--- src/rtl/aes_ct_serializer.sv ---
//------------------------------------------------------------------------------
// Module : aes_ct_serializer
// Brief  : Buffers 128-bit ciphertext blocks in a small FIFO and streams them
//          out MSB-byte-first over a valid/ready beat interface.
// Rev    : 1.0  initial release
//------------------------------------------------------------------------------
`default_nettype none

module aes_ct_serializer #(
    parameter int DATA_W = 128,
    parameter int OUT_W  = 8,
    parameter int DEPTH  = 2
) (
    input  logic              clk,
    input  logic              rst,
    input  logic              ct_valid,
    input  logic [DATA_W-1:0] ct_in,
    output logic              ct_ready,
    output logic [OUT_W-1:0]  out_data,
    output logic              out_valid,
    input  logic              out_ready,
    output logic              out_last,
    output logic              overflow,
    output logic [7:0]        drop_cnt
);

    localparam int c_BEATS = DATA_W / OUT_W;
    localparam int c_BW    = (c_BEATS > 1) ? $clog2(c_BEATS) : 1;
    localparam int c_AW    = (DEPTH > 1) ? $clog2(DEPTH) : 1;
    localparam int c_CW    = $clog2(DEPTH + 1);

    localparam logic [c_BW-1:0] c_LAST_BEAT = c_BW'(c_BEATS - 1);
    localparam logic [c_AW-1:0] c_PTR_MAX   = c_AW'(DEPTH - 1);
    localparam logic [c_CW-1:0] c_FILL_MAX  = c_CW'(DEPTH);

    localparam logic [0:0] S_EMPTY = 1'b0;
    localparam logic [0:0] S_SHIFT = 1'b1;

    logic [0:0]        r_state;
    logic [0:0]        w_state_nxt;
    logic [DATA_W-1:0] r_mem [DEPTH];
    logic [c_AW-1:0]   r_wr_ptr;
    logic [c_AW-1:0]   r_rd_ptr;
    logic [c_CW-1:0]   r_fill;
    logic [DATA_W-1:0] r_shift;
    logic [c_BW-1:0]   r_beat;
    logic              r_overflow;
    logic [7:0]        r_drop_cnt;

    logic              w_full;
    logic              w_empty;
    logic              w_push;
    logic              w_pop;
    logic              w_accept;
    logic              w_last_beat;
    logic [c_AW-1:0]   w_wr_nxt;
    logic [c_AW-1:0]   w_rd_nxt;

    assign w_full      = (r_fill == c_FILL_MAX);
    assign w_empty     = (r_fill == '0);
    assign w_push      = ct_valid && !w_full;
    assign w_last_beat = (r_beat == c_LAST_BEAT);
    assign w_accept    = (r_state == S_SHIFT) && out_ready;
    // Refill the shifter either from idle or straight after the final beat,
    // so back-to-back blocks stream without a bubble.
    assign w_pop       = !w_empty && ((r_state == S_EMPTY) || (w_accept && w_last_beat));
    assign w_wr_nxt    = (r_wr_ptr == c_PTR_MAX) ? '0 : r_wr_ptr + c_AW'(1);
    assign w_rd_nxt    = (r_rd_ptr == c_PTR_MAX) ? '0 : r_rd_ptr + c_AW'(1);

    always_ff @(posedge clk) begin
        if (rst) begin
            r_state <= S_EMPTY;
        end else begin
            r_state <= w_state_nxt;
        end
    end

    always_comb begin
        w_state_nxt = r_state;
        case (r_state)
            S_EMPTY: if (!w_empty) w_state_nxt = S_SHIFT;
            S_SHIFT: if (w_accept && w_last_beat && w_empty) w_state_nxt = S_EMPTY;
            default: w_state_nxt = S_EMPTY;
        endcase
    end

    always_comb begin
        out_valid = (r_state == S_SHIFT);
        out_last  = out_valid && w_last_beat;
        out_data  = out_valid ? r_shift[DATA_W-1 -: OUT_W] : '0;
        ct_ready  = !w_full;
        overflow  = r_overflow;
        drop_cnt  = r_drop_cnt;
    end

    always_ff @(posedge clk) begin
        if (w_push) begin
            r_mem[r_wr_ptr] <= ct_in;
        end
    end

    always_ff @(posedge clk) begin
        if (rst) begin
            r_wr_ptr   <= '0;
            r_rd_ptr   <= '0;
            r_fill     <= '0;
            r_shift    <= '0;
            r_beat     <= '0;
            r_overflow <= 1'b0;
            r_drop_cnt <= '0;
        end else begin
            if (w_push) begin
                r_wr_ptr <= w_wr_nxt;
            end
            if (w_pop) begin
                r_rd_ptr <= w_rd_nxt;
                r_shift  <= r_mem[r_rd_ptr];
                r_beat   <= '0;
            end else if (w_accept && !w_last_beat) begin
                r_shift <= r_shift << OUT_W;
                r_beat  <= r_beat + c_BW'(1);
            end
            case ({w_push, w_pop})
                2'b10:   r_fill <= r_fill + c_CW'(1);
                2'b01:   r_fill <= r_fill - c_CW'(1);
                default: r_fill <= r_fill;
            endcase
            if (ct_valid && w_full) begin
                r_overflow <= 1'b1;
                if (r_drop_cnt != 8'hFF) begin
                    r_drop_cnt <= r_drop_cnt + 8'd1;
                end
            end
        end
    end

endmodule

`default_nettype wire
--- config.mk ---
export PLATFORM = sky130hd
export DESIGN_NAME = aes_ct_serializer
export DESIGN_NICKNAME = d
export VERILOG_FILES = /design/src/rtl/aes_ct_serializer.sv
export SDC_FILE = /design/constraint.sdc
export NUM_CORES = 1
export LEC_CHECK = 0
export BUFFER_PORTS_ARGS = -buffer_cell sky130_fd_sc_hd__buf_2
export CAP_MARGIN = 10
export CORE_MARGIN = 2
export CORE_UTILIZATION = 62
export CTS_BUF_LIST = sky130_fd_sc_hd__clkbuf_2
export DETAILED_ROUTE_END_ITERATION = 7
export PLACE_DENSITY_LB_ADDON = 0.2
export SLEW_MARGIN = 30
export SYNTH_ARGS = -nofsm -noshare
export SYNTH_HDL_FRONTEND = slang
export SYNTH_SLANG_ARGS = --single-unit
--- constraint.sdc ---
create_clock -name clk -period 10 [get_ports clk]
set_clock_uncertainty 0.05 [all_clocks]
set_input_delay 1 -clock clk [delete_from_list [all_inputs] [get_ports clk]]
set_output_delay 1 -clock clk [all_outputs]
set_load 0.02 [all_outputs]
==> run_summary.xml <==
<?xml version="1.0" encoding="UTF-8"?>
<metrics>
  <group name="status">
    <metric name="result_of_the_run" unit="">finished with violations</metric>
    <metric name="failed_checks" unit="">DRC</metric>
  </group>
  <group name="placed_design">
    <metric name="dpl_cell_area" unit="mm^2">0.0173</metric>
    <metric name="place.detailed.hpwl" unit="mm">21.0</metric>
    <metric name="gp_congestion" unit="">0.793</metric>
    <metric name="buffer_ports.inserted" unit="">151</metric>
  </group>
  <group name="floorplan">
    <metric name="coreArea" unit="mm^2">0.0261</metric>
    <metric name="dieArea" unit="mm^2">0.0280</metric>
    <metric name="die_x" unit="um">167</metric>
    <metric name="num_rows" unit="">59</metric>
    <metric name="initial_core_util" unit="">0.633</metric>
    <metric name="pin_count" unit="">152</metric>
    <metric name="die_h" unit="um">167</metric>
  </group>
  <group name="setup_path">
    <metric name="cp_max_fo" unit="">6</metric>
    <metric name="crit_type" unit="">flip-flop to output port</metric>
    <metric name="worstPathArrival" unit="ns">2.21</metric>
    <metric name="reg2regPathDepth" unit="">8</metric>
    <metric name="critical_path.cell_chain" unit="">ha_1 -&gt; and3_4 -&gt; and2_1 -&gt; buf_2</metric>
    <metric name="timing.critical_path.slowest_stage_cell" unit="">dfxtp_1</metric>
    <metric name="worst_setup_path_endpoint" unit="">out_last</metric>
    <metric name="startpoint" unit="">r_beat[0]$_SDFFE_PP0P_</metric>
    <metric name="r2r_end" unit="">r_fill[1]$_SDFFE_PP0P_</metric>
    <metric name="worstSetupEndpointType" unit="">output port</metric>
    <metric name="critical_path_startpoint_category" unit="">flip-flop</metric>
    <metric name="worstReg2RegStart" unit="">r_fill[1]$_SDFFE_PP0P_</metric>
    <metric name="worst-r2r-setup-slack" unit="ns">6.81</metric>
    <metric name="timing.critical_path.slowest_cell_delay" unit="ns">0.41</metric>
    <metric name="worstPathRequired" unit="ns">8.95</metric>
  </group>
  <group name="pwr">
    <metric name="p_comb_frac" unit="">0.254</metric>
    <metric name="power.internal" unit="W">0.00312</metric>
    <metric name="power.share.clock" unit="">0.239</metric>
    <metric name="p_per_area" unit="mW/mm^2">257</metric>
    <metric name="power_leakage" unit="nW">6.19</metric>
    <metric name="switching_power" unit="W">0.00158</metric>
    <metric name="power_switching_share" unit="">0.337</metric>
    <metric name="ir_drop" unit="mV">0.129</metric>
    <metric name="seqPwrFrac" unit="">0.507</metric>
    <metric name="power" unit="W">0.00470</metric>
  </group>
  <group name="run">
    <metric name="drv.max_cap_violation_count" unit="">0</metric>
  </group>
  <group name="grt">
    <metric name="grt_first_pass_wirelength" unit="mm">59.1</metric>
    <metric name="use_met3" unit="">0.0459</metric>
    <metric name="grt_util_all_layers" unit="">0.261</metric>
    <metric name="grt_antenna_before_repair" unit="">2</metric>
    <metric name="groute.layer.met2.usage" unit="">0.413</metric>
    <metric name="grt_overflow_total" unit="">0</metric>
    <metric name="globalRouteMet1Util" unit="">0.367</metric>
    <metric name="globalRoute.busiestLayer" unit="">met2</metric>
    <metric name="via_count_of_the_first_global_routing_pass" unit="">11300</metric>
    <metric name="maximum_number_of_pins_on_one_net_before_global_route_repair" unit="">119</metric>
  </group>
  <group name="final_layout">
    <metric name="regArea" unit="mm^2">0.0106</metric>
    <metric name="layout.cell_area.non_filler" unit="mm^2">0.0183</metric>
    <metric name="num-nets-final" unit="">1510</metric>
    <metric name="final_layout_size_suffix_gt1_frac" unit="">0.315</metric>
    <metric name="flow.area_growth_from_synthesis" unit="%">10.5</metric>
    <metric name="layout.cells.most_common" unit="">edfxtp_1</metric>
    <metric name="fill_cells" unit="">1900</metric>
    <metric name="final_cell_mix" unit="">256 x edfxtp_1, 163 x clkbuf_2, 150 x buf_2, 145 x dfxtp_1, 124 x a211oi_1</metric>
    <metric name="multiInputGateArea" unit="mm^2">0.00534</metric>
  </group>
  <group name="synth">
    <metric name="synth_flop_cell" unit="">edfxtp_1</metric>
    <metric name="ys_types" unit="">46</metric>
    <metric name="yosys_synthesis_warning_count" unit="">0</metric>
    <metric name="synth_sequential_area_ratio" unit="">0.642</metric>
    <metric name="syn_nets" unit="">1383</metric>
    <metric name="syn-cell-area" unit="mm^2">0.0166</metric>
    <metric name="synth_enable_flop_cells" unit="">256</metric>
    <metric name="syn_inst" unit="">1248</metric>
    <metric name="synth.area.top_cells" unit="">edfxtp_1 46%, dfxtp_1 18%, mux2_2 7.9%</metric>
    <metric name="avg_cell_area_syn" unit="um^2">13.3</metric>
    <metric name="post-synth-top-area-cell" unit="">edfxtp_1</metric>
    <metric name="synth_top_cell_area_share" unit="">0.464</metric>
    <metric name="ff_latch_count_synth" unit="">403</metric>
    <metric name="share_of_flip_flops_with_an_asynchronous_set_or_reset" unit="">0</metric>
  </group>
  <group name="hold_path">
    <metric name="holdCritPathClass" unit="">input pin to flip-flop</metric>
    <metric name="whs_path_depth" unit="">1</metric>
  </group>
  <group name="route">
    <metric name="violation_count_after_the_first_detailed_routing_iteration" unit="">1461</metric>
    <metric name="detailedRoute.firstPassIterationCount" unit="">8</metric>
    <metric name="dr_total_vias" unit="">11600</metric>
    <metric name="wl_per_cell" unit="um">20.7</metric>
    <metric name="routed_via_density" unit="">6.47</metric>
    <metric name="detail_route.wirelength" unit="mm">37.2</metric>
    <metric name="antenna_left" unit="">0</metric>
    <metric name="route.detailed.drc" unit="">8</metric>
  </group>
  <group name="clocking">
    <metric name="cts-hold-fix-buffers" unit="">0</metric>
    <metric name="number_of_buffers_inserted_to_repair_setup_after_cts" unit="">0</metric>
    <metric name="cts_sinks" unit="">403</metric>
    <metric name="clk_path_buf_depth" unit="">3</metric>
    <metric name="cts_root_buf" unit="">clkbuf_2</metric>
    <metric name="cts_resized" unit="">0</metric>
    <metric name="cts-buffers-inserted" unit="">100</metric>
    <metric name="cts.reportedPaths.clkPinSlew" unit="ns">0.11</metric>
    <metric name="clock_latency" unit="ns">0.91</metric>
    <metric name="ctsHtreeMaxLevel" unit="">3</metric>
    <metric name="cts_tree" unit="">yes</metric>
  </group>
  <group name="timing">
    <metric name="report.final.setup_viol" unit="">0</metric>
    <metric name="final-max-slew-violation-count" unit="">0</metric>
    <metric name="timing.fmax" unit="MHz">307</metric>
    <metric name="setup_total_negative_slack" unit="ns">0</metric>
    <metric name="worst_margin_pin_slew" unit="ns">0.951</metric>
    <metric name="post-route-min-period" unit="ns">3.26</metric>
    <metric name="final-hold-violation-count" unit="">0</metric>
    <metric name="timing.max_slew.rel_slack" unit="">0.366</metric>
    <metric name="rsz0062_at_grt" unit="">false</metric>
    <metric name="timing.final.crit_share" unit="">0.326</metric>
  </group>
</metrics>
-- synth_stat cells, types with 3 or more instances --
cell type and n:
o21ai_0 113, edfxtp_1 256, a2111oi_0 9, nand2_1 9
a311oi_1 113, a221o_1 9, and3_1 4, a41o_1 8
a211oi_1 124, nand3_1 114, mux2i_1 18, buf_6 3
buf_2 41, clkbuf_1 92, inv_1 3, nor4_1 3
dfxtp_1 147, nor2b_1 6, nor2_1 8, ha_1 3
and2_1 10, buf_4 4, mux2_2 116, a21oi_1 6
-- worst max-delay path: cells and delay by family (launching register included) --
kind          cells  cell delay (ns)
flops             1             0.41
simple gates      2             0.38
fa+ha+maj         1             0.33
buf+inv           1             0.18
-- final cells by class --
cell class / count / area share
multi-input combinational: 701 / 0.292
sequential: 403 / 0.582
clock buffer: 163 / 0.0446
clock inverter: 26 / 0.00889
timing repair buffer: 165 / 0.0486
antenna: 2 / 0.000274
tap: 335 / 0.0229
inverter: 4 / 0.000958
-- power groups by stage --
stage                     Combinational, W  Clock, W  Sequential, W
after floorplan                   0.000967         0        0.00230
after global placement             0.00114         0        0.00240
after detailed placement           0.00118         0        0.00241
after CTS                          0.00119   0.00115        0.00238
after global routing               0.00129   0.00123        0.00242
final                              0.00119   0.00112        0.00239
-- per-stage QoR --
step | setup WS (ns) | util | hold WS [ns] | cells
global placement | 6.75 | 0.660 | 0.411 | 1606
detailed placement | 6.69 | 0.662 | 0.414 | 1608
global route | 6.67 | 0.700 | 0.169 | 1799
floorplan | 5.45 | - | 0.397 | 1248
finish | 6.74 | 0.700 | 0.219 | 1799
CTS | 6.70 | 0.699 | 0.147 | 1797
-- registers in the layout (all words and copies together) (netlist names), named ones only --
signal     cells
r_mem        256
r_shift      128
drop_cnt       8
r_beat         4
r_fill         2
out_valid      1
overflow       1
r_rd_ptr       1
r_wr_ptr       1
-- kinds of logic after synthesis --
kind of cell,Yosys count,synth area share
buf+inv,144,0.0380
simple gates,171,0.0549
xor+xnor,2,0.00106
flops,403,0.642
compound gates,390,0.171
fa+ha+maj,3,0.00227
mux,135,0.0905
-- metal layers --
layer	vias to the layer above	share of wire
li1	5356	-
met1	5706	0.43
met2	505	0.48
met3	65	0.066
met4	0	0.023
met5	-	0
-- worst min path at each step --
stage	end	startpoint	slack, ns
floorplan	r_shift[127]$_SDFFE_PP0P_	r_shift[127]$_SDFFE_PP0P_	0.40
global route	r_mem[1][121]$_DFFE_PP_	ct_in[121]	0.17
CTS	r_mem[1][44]$_DFFE_PP_	ct_in[44]	0.15
detailed placement	r_shift[57]$_SDFFE_PP0P_	r_shift[49]$_SDFFE_PP0P_	0.41
finish	r_mem[1][0]$_DFFE_PP_	ct_in[0]	0.22
global placement	r_shift[57]$_SDFFE_PP0P_	r_shift[49]$_SDFFE_PP0P_	0.41
No activity file was read; power rests on OpenSTA's default activity.
